$ cat config.mk
export PLATFORM = sky130hd
export DESIGN_NAME = sync_mem
export DESIGN_NICKNAME = d
export VERILOG_FILES = /design/src/rtl/sync_mem.sv
export SDC_FILE = /design/constraint.sdc
export NUM_CORES = 1
export LEC_CHECK = 0
export ABC_AREA = 1
export CORE_UTILIZATION = 60
export DETAILED_ROUTE_END_ITERATION = 10
export PLACE_DENSITY = 0.77
export RECOVER_POWER = 25
export SETUP_SLACK_MARGIN = 0.05
export SYNTH_ARGS = -nofsm -noshare
export SYNTH_HDL_FRONTEND = slang
export SYNTH_SLANG_ARGS = --single-unit
$ cat constraint.sdc
create_clock -name clk -period 3 [get_ports clk]
set_clock_uncertainty 0.15 [all_clocks]
set_input_delay 0.3 -clock clk [delete_from_list [all_inputs] [get_ports clk]]
set_output_delay 0.3 -clock clk [all_outputs]
set_load 0.05 [all_outputs]
$ cat src/rtl/sync_mem.sv
`default_nettype none
// ============================================================================
//  Module   : sync_mem
//  Purpose  : Single-clock RAM with byte-lane writes, a registered read port,
//             a power-on clearing sweep and out-of-range error pulses.
//             Define SYNC_MEM_BYPASS_EN to forward same-cycle write data to
//             a read of the same address.
//  Revision : 1.0  initial release
// ============================================================================
module sync_mem #(
    parameter int ADDR_LEN  = 5,
    parameter int WORD_SIZE = 32,
    parameter int MEM_SIZE  = 32
) (
    input  logic                   clk,
    input  logic                   rst_n,
    input  logic                   r_en,
    input  logic [ADDR_LEN-1:0]    r_addr,
    input  logic                   w_en,
    input  logic [ADDR_LEN-1:0]    w_addr,
    input  logic [WORD_SIZE-1:0]   data_in,
    input  logic [WORD_SIZE/8-1:0] w_be,
    output logic                   ready,
    output logic [WORD_SIZE-1:0]   data_out,
    output logic                   r_valid,
    output logic                   err
);

    localparam int                 c_LANES   = WORD_SIZE / 8;
    localparam logic [0:0]         c_ST_INIT = 1'b0;
    localparam logic [0:0]         c_ST_IDLE = 1'b1;
    localparam logic [ADDR_LEN-1:0] c_LAST   = ADDR_LEN'(MEM_SIZE - 1);

    logic [0:0]           r_state;
    logic [ADDR_LEN-1:0]  r_ptr;
    logic [WORD_SIZE-1:0] r_mem [MEM_SIZE];
    logic [WORD_SIZE-1:0] r_data;
    logic                 r_rd_valid;
    logic                 r_err;

    logic                 w_ready;
    logic                 w_rd_acc;
    logic                 w_wr_acc;
    logic                 w_rd_in_range;
    logic                 w_wr_in_range;
    logic [WORD_SIZE-1:0] w_old;
    logic [WORD_SIZE-1:0] w_merge;
    logic [WORD_SIZE-1:0] w_rd_word;

    assign w_ready  = (r_state == c_ST_IDLE);
    assign w_rd_acc = r_en & w_ready;
    assign w_wr_acc = w_en & w_ready;

    // A fully populated address space can never go out of range.
    generate
        if (MEM_SIZE == (1 << ADDR_LEN)) begin : g_full
            assign w_rd_in_range = 1'b1;
            assign w_wr_in_range = 1'b1;
        end else begin : g_partial
            assign w_rd_in_range = (32'(r_addr) < MEM_SIZE);
            assign w_wr_in_range = (32'(w_addr) < MEM_SIZE);
        end
    endgenerate

    assign w_old = r_mem[w_addr];

    generate
        for (genvar i = 0; i < c_LANES; i++) begin : g_lane
            assign w_merge[8*i +: 8] = w_be[i] ? data_in[8*i +: 8] : w_old[8*i +: 8];
        end
    endgenerate

    always_comb begin
        w_rd_word = r_mem[r_addr];
`ifdef SYNC_MEM_BYPASS_EN
        if (w_wr_acc && w_wr_in_range && (w_addr == r_addr)) begin
            w_rd_word = w_merge;
        end
`endif
    end

    // Array has no reset; the INIT sweep is the only clearing mechanism.
    always_ff @(posedge clk) begin
        if (r_state == c_ST_INIT) begin
            r_mem[r_ptr] <= '0;
        end else if (w_wr_acc && w_wr_in_range) begin
            r_mem[w_addr] <= w_merge;
        end
    end

    always_ff @(posedge clk or negedge rst_n) begin
        if (!rst_n) begin
            r_state    <= c_ST_INIT;
            r_ptr      <= '0;
            r_data     <= '0;
            r_rd_valid <= 1'b0;
            r_err      <= 1'b0;
        end else begin
            r_rd_valid <= w_rd_acc;
            r_err      <= (w_rd_acc & ~w_rd_in_range) | (w_wr_acc & ~w_wr_in_range);
            if (w_rd_acc) begin
                r_data <= w_rd_in_range ? w_rd_word : '0;
            end
            if (r_state == c_ST_INIT) begin
                r_ptr <= r_ptr + ADDR_LEN'(1);
                if (r_ptr == c_LAST) begin
                    r_state <= c_ST_IDLE;
                end
            end
        end
    end

    assign ready    = w_ready;
    assign data_out = r_data;
    assign r_valid  = r_rd_valid;
    assign err      = r_err;

endmodule
`default_nettype wire

After elaboration in Yosys (flattened, before gate mapping) --
Memory sizes are Yosys's and may differ from the RTL's. A register that Yosys moved wholly into a read port is not among the register bits. Index checks and enable logic that the tools add are counted.
Storage, ports and cells: output and inout port bits 35, memories 1, flip-flop bits (word level) 7, bits in writable memories 1024, word-level logic and storage cells 31, bits of input ports 50
Cells by class: equal/unequal tests 5, add/subtract/negate cells 1, mux-type cells 13, bitwise operators 2, reductions and logical operators 6
Memory list:
- r_mem | depth 32, width 32, rd ports 1, clocked after memory_dff 1, write ports 1, line 36 | logic [WORD_SIZE-1:0] r_mem [MEM_SIZE];
Operator list (count):
- $mux W32 | 1
- $mux W8 | 4
- $reduce_or A32 Y1 | 1
- $reduce_and A2 Y1 | 4
- $mux W1 | 6
- $add A5 B1 Y5 const B | 1
- $eq A5 B5 Y1 const B | 1
- $mux W5 | 1
- $mux W4 | 1
- $ne A1 B1 Y1 const B | 4
- $and A1 B1 Y1 | 2
- $logic_not A1 Y1 | 1

Depth between registers and ports, before layout --
Gate-level depths: netlist of run 1.
depth in word-level cells 7, gate-level depth with buffers 12, gate-level depth less buffers 10

Worst setup path after synthesis of run 1 --
OpenSTA, ideal clock, no wires.
kind register to register, start point register r_state, in the netlist ready, end point memory r_mem[28][24] (enable), period minus slack after synthesis 2.815 ns, arrival time 2.282 ns, library setup time 0.383 ns, path slack 0.185 ns, buffers on the path 2, required time 2.467 ns, stages on the path, launching flop included 11, cells stage by stage dfrtp_1 > nand2_1 > inv_2 > o21ai_2 > nand2_4 > buf_8 > nand2_2 > o21ai_4 > nand2_4 > buf_2 > nor3_1
Between the ends: word-level cells in the longest chain between the ends 7, elaborated cells between the ends (all ways) 12, those cells by class mux (6); bitwise (1); reduce/logical (5)
Ends and longest elaborated chain:
- from (decl) | line 34 | logic [0:0] r_state;
- from (signal assigned) | line 93 | r_state <= c_ST_INIT;
- from (signal assigned) | line 107 | r_state <= c_ST_IDLE;
- $and A1 B1 Y1 | line 52 | assign w_wr_acc = w_en & w_ready;
- $mux W1 | line 86 | end else if (w_wr_acc && w_wr_in_range) begin
- $mux W1 | line 84 | if (r_state == c_ST_INIT) begin
- $mux W1 (not written as such) | line 87 | r_mem[w_addr] <= w_merge;
- $reduce_and A2 Y1 (no source line)
- $reduce_or A32 Y1 (no source line)
- $mux W5 (no source line) / $mux W4 (equally long branches)
- to (decl) | line 36
Parallel ways exist; a longest one is shown, timed or not.

Worst setup path in the final report of run 1 --
start point register r_state, in the netlist ready, end point memory r_mem[9][31] (data pin)
Between the ends: word-level cells in the longest chain between the ends 7, elaborated cells between the ends (all ways) 10, those cells by class mux (4); bitwise (1); reduce/logical (5)
Ends and longest elaborated chain (line):
- $and A1 B1 Y1 | 52
- $mux W1 | 86
- $mux W1 (*) | 84
- $mux W1 (not written as such) (*) | 87
- $reduce_and A2 Y1 (no source line)
- $reduce_or A32 Y1 (no source line) (*)
- $mux W32 (no source line) (*)
Mark *: on every way between the ends. The rest lies on a longest branch, timed or not.

==> impl_results.md, run 1 <==
* CTS Hold Bufs at 1
* CP Buf/Inv Count at 4
* Nets at 4011
* Syn_nets at roughly 3900
* DRT Wirelength at between 100000 and 150000 microns
* Core ar. at around 0.073 sq mm
* First-pass GRT wire length at 173200 microns
* Cell Rows at between 90 and 100
* DR vias/cell at approximately 6.1
* Max-cap violations at 1
* IO Count at 85
* Final instance area at 0.05071 sq mm
* Htree depth at 3
* Critical-path maximum fanout at 32
* Placed Area at ~0.048 sq mm
* Commonest non-fill, non-tap cells in the layout: 1359 x nand2_1, 1024 x edfxtp_1, 864 x nand3_1
* Post-Syn Instances at 3799
* Hold path depth at 6
* CTS tree: yes
* GR Util All Layers at 31.10%
* Routed wire length per instance at 23.00 microns
* Multi-input gate area at 0.01111 sq mm
* Worst r2r src: ready
* Remaining Overflow, GRT at 0
* Post-DRT Antenna Nets at 0
* WP data arrival at roughly 3000 ps
* Sequential Area at roughly 0.032 sq mm
* Seq/Total Area, Yosys at 71.89%
* CP Cell Sequence: nand2_1, inv_2, o21ai_2, nand2_4, inv_1, buf_2, nor2_2, buf_4
* Final GP Congestion at between 0.8 and 0.9
* Initial core utilization at about three fifths
* Antenna violations before repair at 1
* PD cells at ~640 mW/mm^2
* RSZ-0062 raised after global routing: no
* Worst path slowest cell: buf_2
* Die area at about 0.075 sq mm
* Clock-pin slew on the worst setup and hold paths at ~60 ps
* Hold/Removal Path Class: input pin to flip-flop
* Final hold violations at 0
* Worst R2R End: r_mem[9][31]
* Critical Path Max Stage Delay at 1040 ps
* Die Y at 273.2 microns
* Layout cells sized above 1 at a little over an eighth
* Sink Count at 1063
* Worst rel slew slack at -13.53%
* Die X at between 200 and 300 microns
* Place WS at -77.92 ps
* Post-route DRC at 0
* Longest Clk Path Bufs at 3
* Crit. End Element: flip-flop
* Max VDD drop at between 0.4 and 0.5 mV
* Iter 0 DRT Violations at 3951
* Fmax at about 350 MHz
* Avg Cell Area, Syn at roughly 12 sq um
* Via count at around 30000
* Min-delay src: r_addr[3]
* Slew Viols, Final at 22
* Fillers at 4896
* R2R depth at 8
* Status: complete, but fails checks
* Setup slack after layout at 134.2 ps
* Port bufs at 83
* Failing checks: max-capacitance violations, max-slew violations
* CP Data Required Time at 3180 ps
* 1st-pass router iterations at 8
* Critical path type: flip-flop to flip-flop
* CTS root buf: clkbuf_16
* Final setup fails at 0
* CP delay by family, top: buffers and inverters
* Final Critical Period at between 2000 and 3000 ps
* Post-synth top flop: edfxtp_1
* Worst skew pair latency at 650 ps
* Number of diodes at 0
* Post-synthesis register bit count at between 1000 and 1500
* Most common cell after layout, fill and taps aside: nand2_1
* Worst-Margin Slew at roughly 1700 ps
* Vias in the first global route at between 20000 and 30000
* Hold path endpoint: data_out[24]
* Cell Area, Synth at about 0.044 sq mm
* Period utilization at a little over nine tenths
* Area growth from synthesis to layout at 14.90%
* Post-synthesis cell type count at 29
* R2r setup slk at ~130 ps
* Number of flops mapped to enable cells by yosys at approximately 1000
* Post-cts gate resize count at 0
* Syn. warnings at 0
* DP HPWL at ~67000 microns
* LEAKAGE at 19.28 nW
* Asr flop ratio synth at under 10%
* Largest net degree at the start of global routing at 130
* Post-CTS setup buffers at 0
* CTS Buf Count at just over 100
* Critical path launch point type: flip-flop
==> how the worst max path moves through the flow <==
stage                        from       endpoint  slack, ps  cells past startpoint
final                       ready   r_mem[9][31]        130                      8
after floorplan             ready  r_mem[28][24]        180                     10
after global routing        ready   r_mem[9][31]         50                      8
after CTS                   ready  r_mem[16][19]        190                      8
after global placement    w_be[0]  r_mem[16][19]         30                      8
after detailed placement  w_be[1]  r_mem[16][19]        -80                      8
==> registers in the layout, summed over array words and instances (netlist names) <==
| name | flops |
|---|---|
| data_out | 32 |
| r_ptr | 5 |
| r_mem | 1024 |
| ready | 1 |
| r_valid | 1 |
==> metrics by stage <==
step	std cells	setup TNS [ps]	hold slack, ps	utilization, %	power (mW)
final	5001	0	189.4	69.62	32.27
after global routing	5001	0	225.8	69.62	33.07
after CTS	5001	0	102.2	70.00	32.36
after detailed placement	4814	-621.6	227.5	65.36	19.60
after global placement	4814	0	222.3	65.36	19.56
after floorplan	3799	0	-145.6	-	18.35
==> tightest hold or removal path, stage by stage <==
cell	delay [ps]
buf_2	120
inv_2	180
nand2_1	130
nand3_1	70
nand3_1	80
nand2_1	40
==> layer usage <==
layer / up-vias / global-route usage [%] / share of wire (%)
met2: 2056 / 48.78 / 46
met4: 2 / 13.85 / 4.4
met1: 14410 / 42.96 / 38
met5: - / 0 / 0.017
li1: 13600 / - / -
met3: 328 / 5.588 / 11
==> area by class of cell <==
type	instances	share of cell area [%]
well taps	959	2.366
clock buffers	132	5.416
flip-flops and latches	1063	62.56
clock inverters	54	1.221
repair buffers	318	6.107
inverters	51	0.4121
multi-input cells	2424	21.91
==> synth_stat cells (8+ instances only) <==
cell | n | share of area [%]
nor2_1 | 33 | 0.28
buf_1 | 23 | 0.20
nor3_1 | 35 | 0.40
nor3_2 | 93 | 2.1
buf_6 | 12 | 0.31
nand3_1 | 864 | 9.8
buf_2 | 76 | 0.86
clkbuf_1 | 142 | 1.2
dfrtp_1 | 39 | 2.2
inv_1 | 43 | 0.37
nand2_1 | 1359 | 12
edfxtp_1 | 1024 | 70
nand2_2 | 8 | 0.11
==> kinds of logic after synthesis <==
kind of cell	count (synthesis)	share of synthesized area, %
buf+inv	312	3.158
compound gates	13	0.2665
fa+ha+maj	2	0.05669
flops	1063	71.89
simple gates	2405	24.57
xor+xnor	3	0.05955
other cells	1	0.008497
==> power by group <==
part | leakage (nW) | switching (mW) | total (mW) | internal, mW
clock | 1.66 | 5.36 | 13.0 | 7.64
sequential | 10.8 | 0.0389 | 16.5 | 16.5
combinational | 6.84 | 2.07 | 2.78 | 0.712
total | 19.3 | 7.47 | 32.3 | 24.8
(Power assumes the default switching activity.)
==> inputs of run 2 (changes only) <==
--- a/config.mk
+++ b/config.mk
@@ -6,6 +6,7 @@
 export NUM_CORES = 1
 export LEC_CHECK = 0
 export ABC_AREA = 1
+export ABC_CLOCK_PERIOD_IN_PS = 3000
 export CORE_UTILIZATION = 60
 export DETAILED_ROUTE_END_ITERATION = 10
 export PLACE_DENSITY = 0.77
==> results of run 2 <==
Same layout as run 1: the final DEF is identical, and so are final timing and power.
